### config.mk
export PLATFORM = sky130hd
export DESIGN_NAME = mult_div_unit_flat
export DESIGN_NICKNAME = d
export VERILOG_FILES = /design/src/rtl/mult_div_unit_if.sv /design/src/rtl/mult_div_unit.sv /design/src/flat_wrapper.sv
export SDC_FILE = /design/constraint.sdc
export NUM_CORES = 1
export LEC_CHECK = 0
export BUFFER_PORTS_ARGS = -buffer_cell sky130_fd_sc_hd__buf_2
export CAP_MARGIN = 20
export CORE_AREA = 4 4 163 165
export CTS_BUF_LIST = sky130_fd_sc_hd__clkbuf_8
export DETAILED_ROUTE_END_ITERATION = 8
export DIE_AREA = 0 0 167 169
export HOLD_SLACK_MARGIN = 0.02
export PLACE_DENSITY_LB_ADDON = 0.12
export SKIP_LAST_GASP = 1
export SLEW_MARGIN = 10
export SYNTH_ARGS = -nofsm -noshare
export SYNTH_HDL_FRONTEND = slang
export SYNTH_SLANG_ARGS = --single-unit
### constraint.sdc
create_clock -name clk -period 7.78 [get_ports clk]
set_input_delay 0.778 -clock clk [delete_from_list [all_inputs] [get_ports clk]]
set_output_delay 0.778 -clock clk [all_outputs]
set_load 0.02 [all_outputs]
### src/rtl/mult_div_unit_if.sv
// ---------------------------------------------------------------------------
// mult_div_unit_if
// Handshake/data bundle between the EX-stage issue logic and the iterative
// multiply/divide unit.
//   start      launch an operation (sampled only while busy=0)
//   op         00 MULT, 01 MULTU, 10 DIV, 11 DIVU
//   srcA/srcB  rs/rt operands; srcA is also the MTHI/MTLO data
//   hiWrite    MTHI strobe
//   loWrite    MTLO strobe
//   hi/lo      architectural HI/LO registers
//   busy       operation in progress
//   done       one-cycle pulse when HI/LO take a result
//   divByZero  flag of the last completed operation
// master: issue side, slave: the unit itself.
// ---------------------------------------------------------------------------
interface mult_div_unit_if #(
  parameter int WIDTH = 32
);
  logic             start;
  logic [1:0]       op;
  logic [WIDTH-1:0] srcA;
  logic [WIDTH-1:0] srcB;
  logic             hiWrite;
  logic             loWrite;
  logic [WIDTH-1:0] hi;
  logic [WIDTH-1:0] lo;
  logic             busy;
  logic             done;
  logic             divByZero;

  modport master (
    output start, op, srcA, srcB, hiWrite, loWrite,
    input  hi, lo, busy, done, divByZero
  );

  modport slave (
    input  start, op, srcA, srcB, hiWrite, loWrite,
    output hi, lo, busy, done, divByZero
  );
endinterface

### src/rtl/mult_div_unit.sv
// ---------------------------------------------------------------------------
// mult_div_unit
// Iterative MIPS multiply/divide unit holding the HI/LO registers.
// MULT/MULTU use a shift-add multiplier on a 2*WIDTH accumulator, DIV/DIVU a
// restoring shift-subtract divider; both take WIDTH iterations plus one
// sign-fix cycle, so every operation completes WIDTH+2 cycles after start.
//
// Ports:
//   clk    rising-edge clock
//   reset  synchronous active-high reset (discards any in-flight operation)
//   bus    mult_div_unit_if.slave: start/op/srcA/srcB/hiWrite/loWrite in,
//          hi/lo/busy/done/divByZero out
//
// Build option:
//   MULTDIV_SIGNED_EN  when defined, MULT/DIV use signed semantics. When
//                      undefined, op[0] is ignored (MULT acts as MULTU, DIV as
//                      DIVU) and no abs/negate logic exists; timing is the same.
// ---------------------------------------------------------------------------
module mult_div_unit #(
  parameter int WIDTH = 32
) (
  input  logic           clk,
  input  logic           reset,
  mult_div_unit_if.slave bus
);
  localparam int CW = $clog2(WIDTH);

  typedef enum logic [1:0] {
    IDLE = 2'd0,
    RUN  = 2'd1,
    FIX  = 2'd2
  } stateT;

  stateT              stateReg;
  logic               isDivReg;
  logic [WIDTH-1:0]   opAReg;      // multiplicand / dividend magnitude
  logic [WIDTH-1:0]   opBReg;      // multiplier / divisor magnitude
  logic [2*WIDTH-1:0] accReg;      // product accumulator; low half is quotient for divide
  logic [WIDTH-1:0]   remReg;      // partial remainder
  logic [CW-1:0]      cntReg;
  logic [WIDTH-1:0]   hiReg;
  logic [WIDTH-1:0]   loReg;
  logic               busyReg;
  logic               doneReg;
  logic               divByZeroReg;

  // -------------------------------------------------------------------------
  // Operand conditioning at issue
  // -------------------------------------------------------------------------
  logic [WIDTH-1:0] magA;
  logic [WIDTH-1:0] magB;

`ifdef MULTDIV_SIGNED_EN
  logic             signedOp;
  logic             signAReg;
  logic             signBReg;
  logic [WIDTH-1:0] rawAReg;       // original srcA, returned in HI on divide-by-zero

  assign signedOp = ~bus.op[0];
  // -0x80000000 wraps to 0x80000000, which is the correct unsigned magnitude.
  assign magA = (signedOp && bus.srcA[WIDTH-1]) ? -bus.srcA : bus.srcA;
  assign magB = (signedOp && bus.srcB[WIDTH-1]) ? -bus.srcB : bus.srcB;
`else
  logic unusedOpBit;

  assign unusedOpBit = bus.op[0];
  assign magA = bus.srcA;
  assign magB = bus.srcB;
`endif

  // -------------------------------------------------------------------------
  // Per-iteration datapaths
  // -------------------------------------------------------------------------
  logic [WIDTH:0] mulSum;
  logic [WIDTH:0] remShift;
  logic [WIDTH:0] remDiff;
  logic           remFits;

  // Shift-add: add multiplicand into the upper half when the current
  // multiplier bit (acc LSB) is set, then shift the whole accumulator right.
  assign mulSum   = {1'b0, accReg[2*WIDTH-1:WIDTH]}
                  + {1'b0, (accReg[0] ? opAReg : {WIDTH{1'b0}})};

  // Restoring divide: bring in the next dividend bit; the partial remainder
  // stays below the divisor, so the shifted value needs WIDTH+1 bits and the
  // top bit of the difference acts as the borrow.
  assign remShift = {remReg, accReg[WIDTH-1]};
  assign remDiff  = remShift - {1'b0, opBReg};
  assign remFits  = ~remDiff[WIDTH];

  // -------------------------------------------------------------------------
  // Final sign correction
  // -------------------------------------------------------------------------
  logic [2*WIDTH-1:0] prodFix;
  logic [WIDTH-1:0]   quotFix;
  logic [WIDTH-1:0]   remFix;
  logic [WIDTH-1:0]   zeroDivHi;

`ifdef MULTDIV_SIGNED_EN
  always_comb begin
    prodFix = (signAReg ^ signBReg) ? -accReg : accReg;
    quotFix = (signAReg ^ signBReg) ? -accReg[WIDTH-1:0] : accReg[WIDTH-1:0];
    // Truncating division: remainder follows the dividend's sign.
    remFix  = signAReg ? -remReg : remReg;
  end
  assign zeroDivHi = rawAReg;
`else
  assign prodFix   = accReg;
  assign quotFix   = accReg[WIDTH-1:0];
  assign remFix    = remReg;
  assign zeroDivHi = opAReg;
`endif

  // -------------------------------------------------------------------------
  // Control FSM and HI/LO
  // -------------------------------------------------------------------------
  always_ff @(posedge clk) begin
    if (reset) begin
      stateReg     <= IDLE;
      hiReg        <= '0;
      loReg        <= '0;
      busyReg      <= 1'b0;
      doneReg      <= 1'b0;
      divByZeroReg <= 1'b0;
    end else begin
      doneReg <= 1'b0;
      case (stateReg)
        IDLE: begin
          // MTHI/MTLO; a same-cycle start still launches and FIX overwrites later.
          if (bus.hiWrite) hiReg <= bus.srcA;
          if (bus.loWrite) loReg <= bus.srcA;
          if (bus.start) begin
            isDivReg <= bus.op[1];
            opAReg   <= magA;
            opBReg   <= magB;
            accReg   <= {{WIDTH{1'b0}}, (bus.op[1] ? magA : magB)};
            remReg   <= '0;
            cntReg   <= '0;
`ifdef MULTDIV_SIGNED_EN
            signAReg <= signedOp & bus.srcA[WIDTH-1];
            signBReg <= signedOp & bus.srcB[WIDTH-1];
            rawAReg  <= bus.srcA;
`endif
            busyReg  <= 1'b1;
            stateReg <= RUN;
          end
        end

        RUN: begin
          if (isDivReg) begin
            remReg <= remFits ? remDiff[WIDTH-1:0] : remShift[WIDTH-1:0];
            accReg <= {accReg[2*WIDTH-1:WIDTH], accReg[WIDTH-2:0], remFits};
          end else begin
            accReg <= {mulSum, accReg[WIDTH-1:1]};
          end
          cntReg <= cntReg + 1'b1;
          if (cntReg == CW'(WIDTH - 1)) stateReg <= FIX;
        end

        FIX: begin
          if (isDivReg) begin
            if (opBReg == '0) begin
              hiReg        <= zeroDivHi;
              loReg        <= '1;
              divByZeroReg <= 1'b1;
            end else begin
              hiReg        <= remFix;
              loReg        <= quotFix;
              divByZeroReg <= 1'b0;
            end
          end else begin
            {hiReg, loReg} <= prodFix;
            divByZeroReg   <= 1'b0;
          end
          busyReg  <= 1'b0;
          doneReg  <= 1'b1;
          stateReg <= IDLE;
        end

        default: stateReg <= IDLE;
      endcase
    end
  end

  assign bus.hi        = hiReg;
  assign bus.lo        = loReg;
  assign bus.busy      = busyReg;
  assign bus.done      = doneReg;
  assign bus.divByZero = divByZeroReg;
endmodule

### src/flat_wrapper.sv
// flat-port wrapper written by rule: the top's interface ports become plain ports
module mult_div_unit_flat 
#(
  parameter int WIDTH = 32
)
  (clk, reset, bus_start, bus_op, bus_srcA, bus_srcB, bus_hiWrite, bus_loWrite, bus_hi, bus_lo, bus_busy, bus_done, bus_divByZero);
  mult_div_unit_if #(.WIDTH(WIDTH)) bus_i ();
  input  logic clk;
  input  logic reset;
  input wire logic [$bits(bus_i.start)-1:0] bus_start;
  input wire logic [$bits(bus_i.op)-1:0] bus_op;
  input wire logic [$bits(bus_i.srcA)-1:0] bus_srcA;
  input wire logic [$bits(bus_i.srcB)-1:0] bus_srcB;
  input wire logic [$bits(bus_i.hiWrite)-1:0] bus_hiWrite;
  input wire logic [$bits(bus_i.loWrite)-1:0] bus_loWrite;
  output wire logic [$bits(bus_i.hi)-1:0] bus_hi;
  output wire logic [$bits(bus_i.lo)-1:0] bus_lo;
  output wire logic [$bits(bus_i.busy)-1:0] bus_busy;
  output wire logic [$bits(bus_i.done)-1:0] bus_done;
  output wire logic [$bits(bus_i.divByZero)-1:0] bus_divByZero;
  assign bus_i.start = bus_start;
  assign bus_i.op = bus_op;
  assign bus_i.srcA = bus_srcA;
  assign bus_i.srcB = bus_srcB;
  assign bus_i.hiWrite = bus_hiWrite;
  assign bus_i.loWrite = bus_loWrite;
  assign bus_hi = bus_i.hi;
  assign bus_lo = bus_i.lo;
  assign bus_busy = bus_i.busy;
  assign bus_done = bus_i.done;
  assign bus_divByZero = bus_i.divByZero;
  mult_div_unit #(.WIDTH(WIDTH)) u_core (.clk(clk), .reset(reset), .bus(bus_i));
endmodule
==> metrics.cfg <==
[cts]
cts.sinks=235
ctsResizeCount=0
ctsHtreeMaxLevel=2
numCtsBuffers=42
root_buffer=clkbuf_8
cts_buffer_depth=3
post-cts-setup-buffers=0
clock_latency_ns=0.57
clk_pin_slew_ns=0.06
cts_tree=yes
cts_hold_buffers=0

[placed_design]
pre_cts_slack_ns=4.09
hpwlAfterDp_microns=29200
dp_cells=1825
gp_congestion=0.934
portBuffers=136
place_area_sq_um=14800

[power]
p_leak_nw=6.33
power_mw=3.39
irDropWorstVdd_uv=151
cellPowerDensity_nw_per_um2=216

[layout]
fin_nets=1679
syn2layout_area_growth_pct=13.7
n_antenna_cell=0
stdcell_area_sq_um=15700
fillers=2159
layout-drive-gt1-share_pct=15.1
finalNonFillerCells=1903
final_cell_mix=edfxtp_1, nand2_1, buf_2, nor2_1, a21oi_1
layout_commonest_cell=edfxtp_1
final_core_util_pct=62.9

[setup_path]
rr_worst_depth=14
cp-endpoint=u_core.remFix[23]
endpoint_kind=flop
crit_type=reg2reg
reg2reg_from=u_core.accReg[31]
crit_required_ns=8.07
startpoint_type=flop
timing.rr.end=u_core.remFix[23]
r2r_slack_ns=4.01
arrival_ns=4.06
startpoint=u_core.accReg[31]
crit_fanout=41

[routing]
vias=11800
vias_per_cell=6.22
drc=0
first_pass_iters=5
drt_iter0_markers=1424
drt-wirelength-per-cell_microns=21.8
postRouteAntennaNets=0
drt-total-wl_microns=41600

[sta]
fin_hold_ws_ns=0.413
fin_skew_ns=0.0284
slew_viol_final=0
min_period_ns=3.77
min_period_over_period_pct=48.4
rsz0062_at_grt=no
setup_violations=0
fin_tns_setup_ns=0
fmax_ghz=0.265
hold_viol_final=0
relSlewSlack_pct=34.1
setup_slack_ns=4.01
tightest_slew_ns=0.989

[global_routing]
overflow=0
grt_antenna_before_repair=3
grt_max_degree=72
track_usage_pct=28.7
grt_pass1_wl_microns=64400
grt_pass1_vias=11300

[synth]
synthArstFlopShare_pct=0
synth_fp_nets=1565
syn_inst=1426
yosys_warnings=0
ys_ff_latch=235
syn_avg_cell_area_sq_um=9.71
syn_area_sq_um=13900
synth_top_flop_cell=edfxtp_1
yosysTopAreaCell=edfxtp_1
yosysSeqAreaShare_pct=46.0
synth_edf_count=166
synth_top_area_share_pct=36.0
synthDistinctLibCells=65
synthTopCellsByArea=edfxtp_1, dfxtp_1, mux2i_1, ha_1, nand2_1

[min_path]
hold_class=in2reg

[flow_run]
maxCapViolCount=0

[die]
die_h_microns=169
dieArea_sq_um=28200
start_util_pct=55.3
die_w_microns=167
ioPinCount=138
num_rows=58
core-area_sq_um=25000

[outcome]
status=complete, no violations

-- flip-flops by register name, summed over array words and instances, names as in the netlist, 2 cells and up --
signal,cells
u_core.remFix,32
u_core.cntReg,5
u_core.bus.lo,32
u_core.opBReg,32
u_core.bus.hi,32
u_core.opAReg,32
u_core.stateReg,2
u_core.accReg,64
-- cell type report --
cell class	count	area (sq um)	share of cell area (%)
flip-flops and latches	235	6370	40.4
clock buffers	51	702	4.46
multi-input cells	1047	6980	44.3
inverters	58	218	1.38
clock inverters	26	189	1.20
well taps	330	413	2.62
repair buffers	156	878	5.58
-- metal layers --
layer	wire length [microns]	track usage (%)	vias to the layer above
met2	18000	42.3	533
met1	18400	42.2	5688
met5	0	0	-
met3	3920	5.53	91
met4	1330	10.1	0
li1	-	-	5533
-- cell usage after synthesis, types with 9 or more instances --
| cell | n |
|---|---|
| edfxtp_1 | 166 |
| nand2_1 | 139 |
| nor2_1 | 128 |
| a21oi_1 | 100 |
| mux2i_1 | 87 |
| o21ai_0 | 70 |
| dfxtp_1 | 69 |
| clkbuf_1 | 68 |
| ha_1 | 66 |
| inv_1 | 58 |
| nor2b_1 | 39 |
| a211oi_1 | 38 |
| a31oi_1 | 38 |
| o211ai_1 | 38 |
| and2_1 | 37 |
| a311oi_1 | 33 |
| a21o_1 | 27 |
| xnor2_1 | 27 |
| nand3_1 | 19 |
| nor3_1 | 19 |
| xor2_1 | 16 |
| nand4_1 | 13 |
| o21a_1 | 11 |
| nand2b_1 | 10 |
| and3_1 | 9 |
| nor4_1 | 9 |
-- power by group --
part           total, mW  switching [mW]  internal [mW]  leakage (nW)
Clock               1.22           0.531          0.693         0.508
Sequential          1.51          0.0694           1.44          2.15
Combinational      0.659           0.409          0.250          3.67
Total               3.39            1.01           2.38          6.33
-- critical path, cell delays in order, from the launching register on --
cell	delay, ns
edfxtp_1	0.47
inv_1	0.10
ha_1	0.20
inv_1	0.07
fa_1	0.43
a211oi_1	0.25
o21ai_1	0.17
o21a_1	0.25
a21o_4	0.25
a31oi_4	0.20
o31ai_4	0.09
xor2_4	0.13
buf_4	0.53
mux2i_1	0.29
nor2_1	0.06
-- kinds of logic after synthesis --
| logic type | synth area share [%] |
|---|---|
| simple gates | 14.8 |
| compound gates | 19.7 |
| flops | 46.0 |
| buf+inv | 4.19 |
| mux | 6.29 |
| fa+ha+maj | 6.25 |
| xor+xnor | 2.84 |
-- worst min-delay path by stage --
stage                          from                   end  depth (start not counted)
2_1_floorplan       u_core.isDivReg  u_core.bus.divByZero                          2
3_3_place_gp   u_core.bus.divByZero  u_core.bus.divByZero                          2
3_5_place_dp   u_core.bus.divByZero  u_core.bus.divByZero                          2
4_1_cts                bus_srcB[27]     u_core.opBReg[27]                          1
5_1_grt                bus_srcB[26]     u_core.opBReg[26]                          1
6_report               bus_srcB[27]     u_core.opBReg[27]                          1
Note: power is estimated with default switching activity, not from simulation.
